**config.mk**
```make
export PLATFORM = sky130hd
export DESIGN_NAME = hazard_ctrl
export DESIGN_NICKNAME = d
export VERILOG_FILES = /design/src/rtl/hazard_ctrl.sv
export SDC_FILE = /design/constraint.sdc
export NUM_CORES = 1
export LEC_CHECK = 0
export CELL_PAD_IN_SITES_DETAIL_PLACEMENT = 0
export CELL_PAD_IN_SITES_GLOBAL_PLACEMENT = 1
export CORE_AREA = 2 2 71 141
export CTS_BUF_LIST = sky130_fd_sc_hd__clkbuf_4 sky130_fd_sc_hd__clkbuf_8
export DETAILED_ROUTE_END_ITERATION = 8
export DIE_AREA = 0 0 73 143
export GPL_TIMING_DRIVEN = 0
export PLACE_DENSITY_LB_ADDON = 0.12
export SLEW_MARGIN = 30
export SYNTH_ARGS = -nofsm -noshare
export SYNTH_HDL_FRONTEND = slang
export SYNTH_SLANG_ARGS = --single-unit
```
**constraint.sdc**
```tcl
create_clock -name clk -period 7.4 [get_ports clk]
set_input_delay 1.11 -clock clk [delete_from_list [all_inputs] [get_ports clk]]
set_output_delay 1.11 -clock clk [all_outputs]
set_load 0.1 [all_outputs]
```
**src/rtl/hazard_ctrl.sv**
```systemverilog
// Stall/flush controller for the 5-stage pipeline: detects load-use, branch-operand
// and HI/LO-busy hazards that forwarding cannot cover, and tracks total stall cycles.
module hazard_ctrl #(
    parameter int MULT_CYCLES = 5,
    parameter int DIV_CYCLES  = 10
) (
    input  logic        clk,
    input  logic        reset,
    input  logic [31:0] ins_d,
    input  logic [31:0] ins_e,
    input  logic [31:0] ins_m,
    output logic        stall_pc,
    output logic        stall_d,
    output logic        flush_e,
    output logic        md_busy,
    output logic [31:0] stall_cnt
);
    localparam int MAXC = (MULT_CYCLES > DIV_CYCLES) ? MULT_CYCLES : DIV_CYCLES;
    localparam int CW   = $clog2(MAXC + 1);

    function automatic logic is_load(input logic [31:0] ins);
        return ins[31:26] inside {6'h20, 6'h21, 6'h23, 6'h24, 6'h25};
    endfunction

    function automatic logic is_md(input logic [31:0] ins);
        return (ins[31:26] == 6'h00) && (ins[5:0] inside {6'h18, 6'h19, 6'h1A, 6'h1B});
    endfunction

    function automatic logic is_hilo(input logic [31:0] ins);
        return is_md(ins) ||
               ((ins[31:26] == 6'h00) && (ins[5:0] inside {6'h10, 6'h11, 6'h12, 6'h13}));
    endfunction

    function automatic logic is_br(input logic [31:0] ins);
        return (ins[31:26] == 6'h04) || (ins[31:26] == 6'h05) ||
               ((ins[31:26] == 6'h00) && (ins[5:0] == 6'h08));
    endfunction

    // Register written by the instruction; 0 means no destination.
    function automatic logic [4:0] dest_of(input logic [31:0] ins);
        logic [5:0] op;
        logic [5:0] fn;
        op = ins[31:26];
        fn = ins[5:0];
        if (op == 6'h00)
            return (fn inside {6'h08, 6'h11, 6'h13, 6'h18, 6'h19, 6'h1A, 6'h1B}) ? 5'd0 : ins[15:11];
        else if ((op inside {[6'h08:6'h0F]}) || is_load(ins))
            return ins[20:16];
        else if (op == 6'h03)
            return 5'd31;
        else
            return 5'd0;
    endfunction

    function automatic logic reads_rs(input logic [31:0] ins);
        logic [5:0] op;
        op = ins[31:26];
        if (op == 6'h02 || op == 6'h03 || op == 6'h0F) return 1'b0;
        if (op == 6'h00 && (ins[5:0] inside {6'h00, 6'h02, 6'h03, 6'h10, 6'h12})) return 1'b0;
        return 1'b1;
    endfunction

    function automatic logic reads_rt(input logic [31:0] ins);
        logic [5:0] op;
        op = ins[31:26];
        if (op == 6'h00) return !(ins[5:0] inside {6'h08, 6'h11, 6'h13});
        return op inside {6'h28, 6'h29, 6'h2B, 6'h04, 6'h05};
    endfunction

    logic [4:0]    rs_d, rt_d, dst_e, dst_m;
    logic          rd_rs, rd_rt;
    logic          match_e, match_m;
    logic          h1, h2, h3, h4, stall;
    logic [CW-1:0] md_cnt_q, md_cnt_d;
    logic [31:0]   stall_cnt_q, stall_cnt_d;

    always_comb begin
        rs_d    = ins_d[25:21];
        rt_d    = ins_d[20:16];
        rd_rs   = reads_rs(ins_d);
        rd_rt   = reads_rt(ins_d);
        dst_e   = dest_of(ins_e);
        dst_m   = dest_of(ins_m);
        // Destination $0 never forms a dependency.
        match_e = (dst_e != 5'd0) && ((rd_rs && rs_d == dst_e) || (rd_rt && rt_d == dst_e));
        match_m = (dst_m != 5'd0) && ((rd_rs && rs_d == dst_m) || (rd_rt && rt_d == dst_m));
        md_busy = is_md(ins_e) || (md_cnt_q != '0);
        h1      = is_load(ins_e) && match_e;
        h2      = is_br(ins_d) && match_e;
        h3      = is_br(ins_d) && is_load(ins_m) && match_m;
        h4      = is_hilo(ins_d) && md_busy;
        stall   = (h1 || h2 || h3 || h4) && !reset;
    end

    assign stall_pc  = stall;
    assign stall_d   = stall;
    assign flush_e   = stall;
    assign stall_cnt = stall_cnt_q;

    always_comb begin
        md_cnt_d    = md_cnt_q;
        stall_cnt_d = stall_cnt_q;
        if (ins_e[31:26] == 6'h00 && (ins_e[5:0] inside {6'h18, 6'h19}))
            md_cnt_d = CW'(MULT_CYCLES);
        else if (ins_e[31:26] == 6'h00 && (ins_e[5:0] inside {6'h1A, 6'h1B}))
            md_cnt_d = CW'(DIV_CYCLES);
        else if (md_cnt_q != '0)
            md_cnt_d = md_cnt_q - 1'b1;
        if (stall)
            stall_cnt_d = stall_cnt_q + 32'd1;
    end

    always_ff @(posedge clk) begin
        if (reset) begin
            md_cnt_q    <= '0;
            stall_cnt_q <= '0;
        end else begin
            md_cnt_q    <= md_cnt_d;
            stall_cnt_q <= stall_cnt_d;
        end
    end
endmodule
```
; ---- Word-level counts from Yosys, hierarchy flattened
; Cells that the tools add are included.
[word_totals]
ff_bits = 36
elab_cells = 137
[op_classes]
add_sub_neg = 2
order_cmp = 4
n_eq_ne = 49
muxes = 21
reduce_logical = 58
[op_table]
columns = operator, count
row1 = 6-bit by 5-bit equality test with 1-bit output (second input constant), 20
row2 = 6-bit equality test (second input constant), 13
row3 = 5-bit 2-to-1 mux, 8
row4 = 6-bit by 2-bit equality test with 1-bit output (second input constant), 6
row5 = 32-bit by 1-bit adder with 32-bit output (second input constant), 1
row6 = 5-bit nonzero test, 6
row7 = 6-bit by 4-bit equality test with 1-bit output (second input constant), 4
row8 = 6-bit logical NOT, 4
row9 = 1-bit logical AND, 21
row10 = 5-bit equality test, 4
row11 = 4-bit nonzero test, 4
row12 = 7-bit nonzero test, 2
row13 = 1-bit logical OR, 13
row14 = 6-bit by 3-bit equality test with 1-bit output (second input constant), 2
row15 = 6-bit by 4-bit greater-or-equal comparator with 1-bit output (second input constant), 2
row16 = 6-bit by 4-bit <= comparator with 1-bit output (second input constant), 2
row17 = 1-bit 2-to-1 mux, 10
row18 = 4-bit 2-to-1 mux, 2
row19 = 2-bit nonzero test, 3
row20 = 3-bit nonzero test, 2
row21 = 4-bit by 1-bit subtractor with 4-bit output (second input constant), 1
row22 = 3-bit 2-to-1 mux, 1
row23 = 1-bit logical NOT, 2
row24 = 2-bit OR reduction, 1

; ---- Logic depth before layout (Yosys ltp)
; Gate-level depths: netlist of the first run.
[depth]
depth_word = 15
ltp_mapped = 11
depth_no_buf = 9

; ---- Least setup slack after synthesis of the first run
; OpenSTA, ideal clock, no wires.
[synth_timing]
path_type = input-to-output
startpoint = in ins_e[30]
endpoint = out stall_d
arrival_time_ns = 5.515
required_time_ns = 6.290
path_slack_ns = 0.775
path_stages = 10
path_cell_list = clkbuf_1 -> or4_1 -> nor3_2 -> nand4_1 -> nand2_1 -> nand4_1 -> o31a_1 -> buf_2 -> a21oi_1 -> buf_4
[synth_rtl]
columns = item, line
row1 = "start, declared", 10  ; input logic [31:0] ins_e,
row2 = 6-bit logical NOT, 26  ; return (ins[31:26] == 6'h00) && (ins[5:0] inside {6'h18, 6'h19, 6'h1A, 6'h1B});
row3 = 1-bit logical AND, 26
row4 = 1-bit logical OR, 87  ; md_busy = is_md(ins_e) || (md_cnt_q != '0);
row5 = via md_busy, 15  ; output logic md_busy,
row6 = 1-bit logical AND, 91  ; h4 = is_hilo(ins_d) && md_busy;
row7 = 1-bit logical OR, 92  ; stall = (h1 || h2 || h3 || h4) && !reset;
row8 = 1-bit logical AND, 92
row9 = "end, declared", 13  ; output logic stall_d,
; The timed path passes the listed nets, and every way through them passes these cells.

; ---- Worst setup path in the final report of the first run
[layout_timing]
startpoint = in ins_e[29]
endpoint = out stall_d
[layout_via]
elab_chain_cells = 14
[layout_lines]
columns = item, line
row1 = "6-bit by 4-bit greater-or-equal comparator with 1-bit output, or another cell as far along", 47  ; else if ((op inside {[6'h08:6'h0F]}) || is_load(ins))
row2 = 1-bit logical AND or 5-bit nonzero test (tied branches), "47, 22"
row3 = 1-bit logical OR, 47
row4 = 5-bit 2-to-1 mux, 47
row5 = 5-bit 2-to-1 mux, 45  ; if (op == 6'h00)
row6 = 5-bit equality test, 85  ; match_e = (dst_e != 5'd0) && ((rd_rs && rs_d == dst_e) || (rd_rt && rt_d == dst_e));
row7 = 1-bit logical AND, 85
row8 = 1-bit logical OR, 85
row9 = 1-bit logical AND, 85
row10 = "1-bit logical AND, on equally long branches", "88, 89"
row11 = 1-bit logical OR (2 in series), 92
row12 = 1-bit logical OR *, 92
row13 = 1-bit logical AND *, 92
; Mark *: on every way between the ends. The rest lies on a longest branch, timed or not.

==> results of run 1 <==
## state kept, by name, indices dropped and copies added (netlist names)
signal / count
md_cnt_q: 4
stall_cnt: 32
## final timing paths
path	startpoint	end	slack, ns	depth (start not counted)
setup / recovery	ins_e[29]	stall_d	0.82	12
hold / removal	stall_cnt[1]$_SDFFE_PP0P_	stall_cnt[1]$_SDFFE_PP0P_	0.55	2
setup reg to reg	stall_cnt[10]$_SDFFE_PP0P_	stall_cnt[28]$_SDFFE_PP0P_	4.65	9
hold reg to reg	stall_cnt[1]$_SDFFE_PP0P_	stall_cnt[1]$_SDFFE_PP0P_	0.55	2
## power groups by stage
stage                     Clock (mW)  Sequential, mW  Combinational (mW)
after detailed placement           0           0.214               0.201
after CTS                      0.183           0.209               0.202
after global routing           0.190           0.210               0.220
after floorplan                    0           0.212               0.127
after global placement             0           0.213               0.198
final                          0.179           0.209               0.199
## worst max-delay path, delay by kind of cell
kind	cells	cell delay, ns
buffers and inverters	4	2.02
AOI/OAI and AO/OA	4	0.99
xor gates and xnor gates	1	0.17
and+or+nand+nor	3	1.17
## placed cells by master (no fill, tap or decap), types with 6 or more instances in the layout
| master | Yosys | routed |
|---|---|---|
| dfxtp_1 | 36 | 36 |
| nor2b_1 | 33 | 33 |
| nand2_1 | 13 | 13 |
| o21ai_0 | 8 | 8 |
| clkdlybuf4s50_1 | 0 | 101 |
| mux2_1 | 29 | 29 |
| clkbuf_1 | 10 | 10 |
| a21oi_1 | 32 | 32 |
| nand4_1 | 7 | 7 |
| nor2_1 | 59 | 59 |
| and3_1 | 8 | 8 |
| nand3_1 | 19 | 19 |
| buf_2 | 6 | 6 |
| a32oi_1 | 6 | 6 |
| o211ai_1 | 11 | 11 |
| xnor2_1 | 20 | 20 |
## layout make-up
type / instances / area, µm² / share of cell area (%)
multi-input cells: 313 / 2090 / 50.1
repair buffers: 101 / 1010 / 24.2
plain buffers: 20 / 90.1 / 2.16
well taps: 104 / 130 / 3.12
clock inverters: 2 / 35.0 / 0.840
flip-flops and latches: 36 / 721 / 17.3
inverters: 5 / 18.8 / 0.450
clock buffers: 6 / 76.3 / 1.83
## through the flow
stage                     instance area (µm²)  power [mW]  hold slack [ns]  setup slack, ns  util [%]
after CTS                                4170       0.593            0.554            0.782      44.7
after detailed placement                 4060       0.414            0.535            0.799      43.5
final                                    4170       0.587            0.547            0.822      44.7
after floorplan                          2920       0.339            0.535            0.775         -
after global placement                   4060       0.411            0.516            0.804      43.5
after global routing                     4170       0.621            0.575            0.503      44.7
## cells by family (layout without fill, tap and decap cells)
kind of cell	count (synthesis)	in the layout	synth area share, %
AOI/OAI and AO/OA	79	79	18.9
xor gates and xnor gates	24	24	7.46
adders and majority gates	3	3	1.29
buffers and inverters	25	134	3.73
DFF	36	36	24.7
muxes	31	31	11.9
and+or+nand+nor	176	176	32.1
## per-layer routing
layer	global-route usage, %	routed length, µm	vias up
met2	37.1	5620	89
met1	16.6	3020	1472
met5	0	0	-
met3	2.47	348	12
met4	7.02	210	0
li1	-	-	1573
==> impl_metrics.ini, run 1 <==
[clocking]
cts_tree = done
root_buffer = clkbuf_8
cts.sinks = 36
postCtsSetupBuffers = 0
clk_latency_ns = 0.30
clk_pin_slew_ns = 0.08
cts_buffers = 5
cts_resized = 0
htreeDepth = 2
cts_hold_buf = 0
max-clock-path-buffers = 2

[logic_synthesis]
synth_area_per_cell_um2 = 7.80
yosysTopAreaCellShare_pct = 24.7
yosysMostFrequentCell = nor2_1
synth_edf_count = 0
ys_top_cells_by_area = dfxtp_1 25%, mux2_1 11%, nor2_1 7.6%
synth_nets = 475
synth_common_cells = 59 x nor2_1, 36 x dfxtp_1, 33 x nor2b_1
ys_warn_count = 0
syn_inst = 374
yosysTopAreaCell = dfxtp_1
ys_types = 53
async_reset_ff_share_pct = 0
synth_seq_area_share_pct = 24.7
synth_ff_type = dfxtp_1
ys_ff_latch = 36
netlist_area_um2 = 2920

[timing]
period_minus_slack_ns = 6.58
worstMarginPinSlew_ns = 0.997
slew_viol_final = 0
hold_viol_final = 0
rsz0062_at_grt = no
fin_crit_sh_pct = 88.9
fin_setup_tns_ns = 0
fin_worst_skew_ns = 0.00489
finalSetupViolations = 0
slew-limit-headroom_pct = 33.3
fmax_mhz = 152

[grt]
track_usage_pct = 18.1
grt_pass1_wl_mm = 14.8
grt_pass1_vias = 3121
grt_max_degree = 12
antenna_found_initial = 0
grt_overflow = 0

[power]
clock_power_share_pct = 30.5
switching_share_pct = 32.9
p_sw_mw = 0.193
internal_power_mw = 0.394
power_density_nw_per_um2 = 141
seqPwrFrac_pct = 35.6
leakage_nw = 1.49
combPwrFrac_pct = 33.9
vdd_drop_max_uv = 184

[critical_path]
start_kind = primary input
cp_slowest_cell = clkdlybuf4s50_1
crit_type = primary input to primary output
crit_chain = clkdlybuf4s50_1 -> or4_1 -> nor3_2 -> a32oi_1 -> xnor2_1 -> nor4_1 -> a22oi_1 -> a221o_1 -> buf_2 -> a21oi_1 -> buf_4 -> clkdlybuf4s50_1
worst_path_largest_cell_delay_ns = 1.12
end_kind = primary output
crit_top_cell = clkdlybuf4s50_1
crit_path_max_fanout = 10
worstPathArrival_ns = 5.47
required_ns = 6.29

[floorplan]
die_x_um = 73
fp.dieArea_um2 = 10400
io_pins = 134
coreArea_um2 = 9320
rows = 50
start_util_pct = 31.3
chipHeight_um = 143

[drt]
first_pass_iters = 4
avgViaCountPerCell = 5.36
wl_per_cell_um = 15.7
remaining_drc_errors = 0
postRouteAntennaNets = 0
totalWireLength_mm = 9.19
vias = 3146
drt_iter0_drc = 145

[flow_run]
max_cap_violations = 0

[layout]
layout-drive-gt1-share_pct = 5.59
stdcell_count = 587
final.fill_count = 953
syn2layout_area_growth_pct = 42.9
final_nets = 583
diodes = 0

[run_status]
status = finished clean

[placed_design]
dp_cells = 579
place.gp.congestion = 0.776
hpwl_mm = 7.69
portBuffers = 101

[hold_path]
hold_path_class = register to register
Note: power is estimated with default switching activity, not from simulation.
==> run 2, diff against run 1 <==
Settings changed: MAX_ROUTING_LAYER from default to met4, RECOVER_POWER from default to 25.
==> run 2 against run 1 <==
Against the previous run:
- routed wire length up 0.58%
- design area stayed put
- worst hold slack improved by 0.00099 ns
- via count increased by 0.51%
- setup slack got worse by 0.0032 ns
- first-iteration DRC count shrank 1.4%
- sequential cell count stayed put
- critical path type unchanged
==> impl_metrics.ini, run 2 (synthesis gave the netlist of run 1 again) <==
[critical_path]
crit_top_cell = clkdlybuf4s50_1
crit_path_max_fanout = 10
cp_slowest_cell = clkdlybuf4s50_1
start_kind = primary input
worstPathArrival_ns = 5.47
worst_path_largest_cell_delay_ns = 1.12
required_ns = 6.29
crit_type = primary input to primary output
end_kind = primary output
crit_chain = clkdlybuf4s50_1 -> or4_1 -> nor3_2 -> a32oi_1 -> xnor2_1 -> nor4_1 -> a22oi_1 -> a221o_1 -> buf_2 -> a21oi_1 -> buf_4 -> clkdlybuf4s50_1

[clocking]
clk_pin_slew_ns = 0.07
cts_buffers = 5
cts.sinks = 36
root_buffer = clkbuf_8
clk_latency_ns = 0.30
cts_resized = 0
cts_hold_buf = 0
htreeDepth = 2
cts_tree = done
postCtsSetupBuffers = 0
max-clock-path-buffers = 2

[timing]
slew-limit-headroom_pct = 33.3
finalSetupViolations = 0
worstMarginPinSlew_ns = 0.997
fmax_mhz = 152
rsz0062_at_grt = no
period_minus_slack_ns = 6.58
fin_crit_sh_pct = 88.9
fin_setup_tns_ns = 0
slew_viol_final = 0
fin_worst_skew_ns = 0.00539
hold_viol_final = 0

[floorplan]
coreArea_um2 = 9320
start_util_pct = 31.3
io_pins = 134
rows = 50
fp.dieArea_um2 = 10400
chipHeight_um = 143
die_x_um = 73

[layout]
layout-drive-gt1-share_pct = 5.59
final_cell_mix = 83 x clkdlybuf4s50_1, 59 x nor2_1, 36 x dfxtp_1, 33 x nor2b_1, 32 x a21oi_1
stdcell_count = 587
largest_reg_flops = 32
final_nets = 583
regArea_um2 = 721
syn2layout_area_growth_pct = 42.9
diodes = 0
multi_input_area_um2 = 2090
final.fill_count = 953
final_common_cell = clkdlybuf4s50_1
design_area_um2 = 4170

[placed_design]
dpl_cell_area_um2 = 4060
portBuffers = 101
dp_cells = 579
hpwl_mm = 7.69
place.gp.congestion = 0.786

[drt]
drt_iter0_drc = 143
postRouteAntennaNets = 0
remaining_drc_errors = 0
first_pass_iters = 4
vias = 3162
wl_per_cell_um = 15.7
avgViaCountPerCell = 5.39
totalWireLength_mm = 9.24

[power]
seqPwrFrac_pct = 35.6
clock_power_share_pct = 30.5
combPwrFrac_pct = 33.9
internal_power_mw = 0.394
vdd_drop_max_uv = 184
switching_share_pct = 33.0
leakage_nw = 1.55
power_density_nw_per_um2 = 141
p_sw_mw = 0.193

[hold_path]
hold_path_class = register to register

[grt]
antenna_found_initial = 0
grt_pass1_wl_mm = 14.8
grt_max_degree = 12
grt_overflow = 0
grt_pass1_vias = 3123
track_usage_pct = 18.5

[flow_run]
max_cap_violations = 0

[run_status]
status = finished clean
[run 2: cell count changes in the layout (fill, tap and decap cells not counted), sizes merged]
cell / before / now
clkdlybuf4s50: 101 / 83
dlygate4sd3: 0 / 18
[run 2: layer usage]
layer / track usage (%) / part of all wire (%) / vias up
met2: 37.1 / 60 / 102
met3: 2.33 / 3.9 / 15
met4: 7.02 / 3.1 / 0
met1: 16.6 / 33 / 1472
met5: - / 0 / -
li1: - / - / 1573
[run 2: worst paths after layout]
kind	from	end	slack [ns]	cells after the start
min	stall_cnt[1]$_SDFFE_PP0P_	stall_cnt[1]$_SDFFE_PP0P_	0.55	2
max	ins_e[29]	stall_d	0.82	12
max reg2reg	stall_cnt[10]$_SDFFE_PP0P_	stall_cnt[28]$_SDFFE_PP0P_	4.64	9
min reg2reg	stall_cnt[1]$_SDFFE_PP0P_	stall_cnt[1]$_SDFFE_PP0P_	0.55	2
[run 2: through the flow]
step / hold slack, ns / setup WS [ns] / power (mW) / utilization [%]
final: 0.548 / 0.819 / 0.587 / 44.7
after global routing: 0.573 / 0.503 / 0.621 / 44.7
after CTS: 0.554 / 0.782 / 0.593 / 44.7
after detailed placement: 0.535 / 0.799 / 0.414 / 43.5
after global placement: 0.516 / 0.804 / 0.411 / 43.5
after floorplan: 0.535 / 0.775 / 0.339 / -
[run 2: final cells by class]
type | instances | share of cell area (%)
Clock inverter | 2 | 0.840
Clock buffer | 6 | 1.83
Timing Repair Buffer | 101 | 24.2
Sequential cell | 36 | 17.3
Multi-Input combinational cell | 313 | 50.1
Buffer | 20 | 2.16
Inverter | 5 | 0.450
Tap cell | 104 | 3.12
[run 2: critical path, delay by kind of cell]
kind / cells / cell delay, ns
AO/OA/AOI/OAI: 4 / 0.99
XOR/XNOR: 1 / 0.17
buffers and inverters: 4 / 2.02
AND/OR/NAND/NOR: 3 / 1.16
[run 2: power groups by stage]
stage / registers (mW) / logic [mW] / clock network [mW]
6_report: 0.209 / 0.199 / 0.179
3_3_place_gp: 0.213 / 0.198 / 0
4_1_cts: 0.209 / 0.202 / 0.183
5_1_grt: 0.210 / 0.220 / 0.190
3_5_place_dp: 0.214 / 0.201 / 0
2_1_floorplan: 0.212 / 0.127 / 0
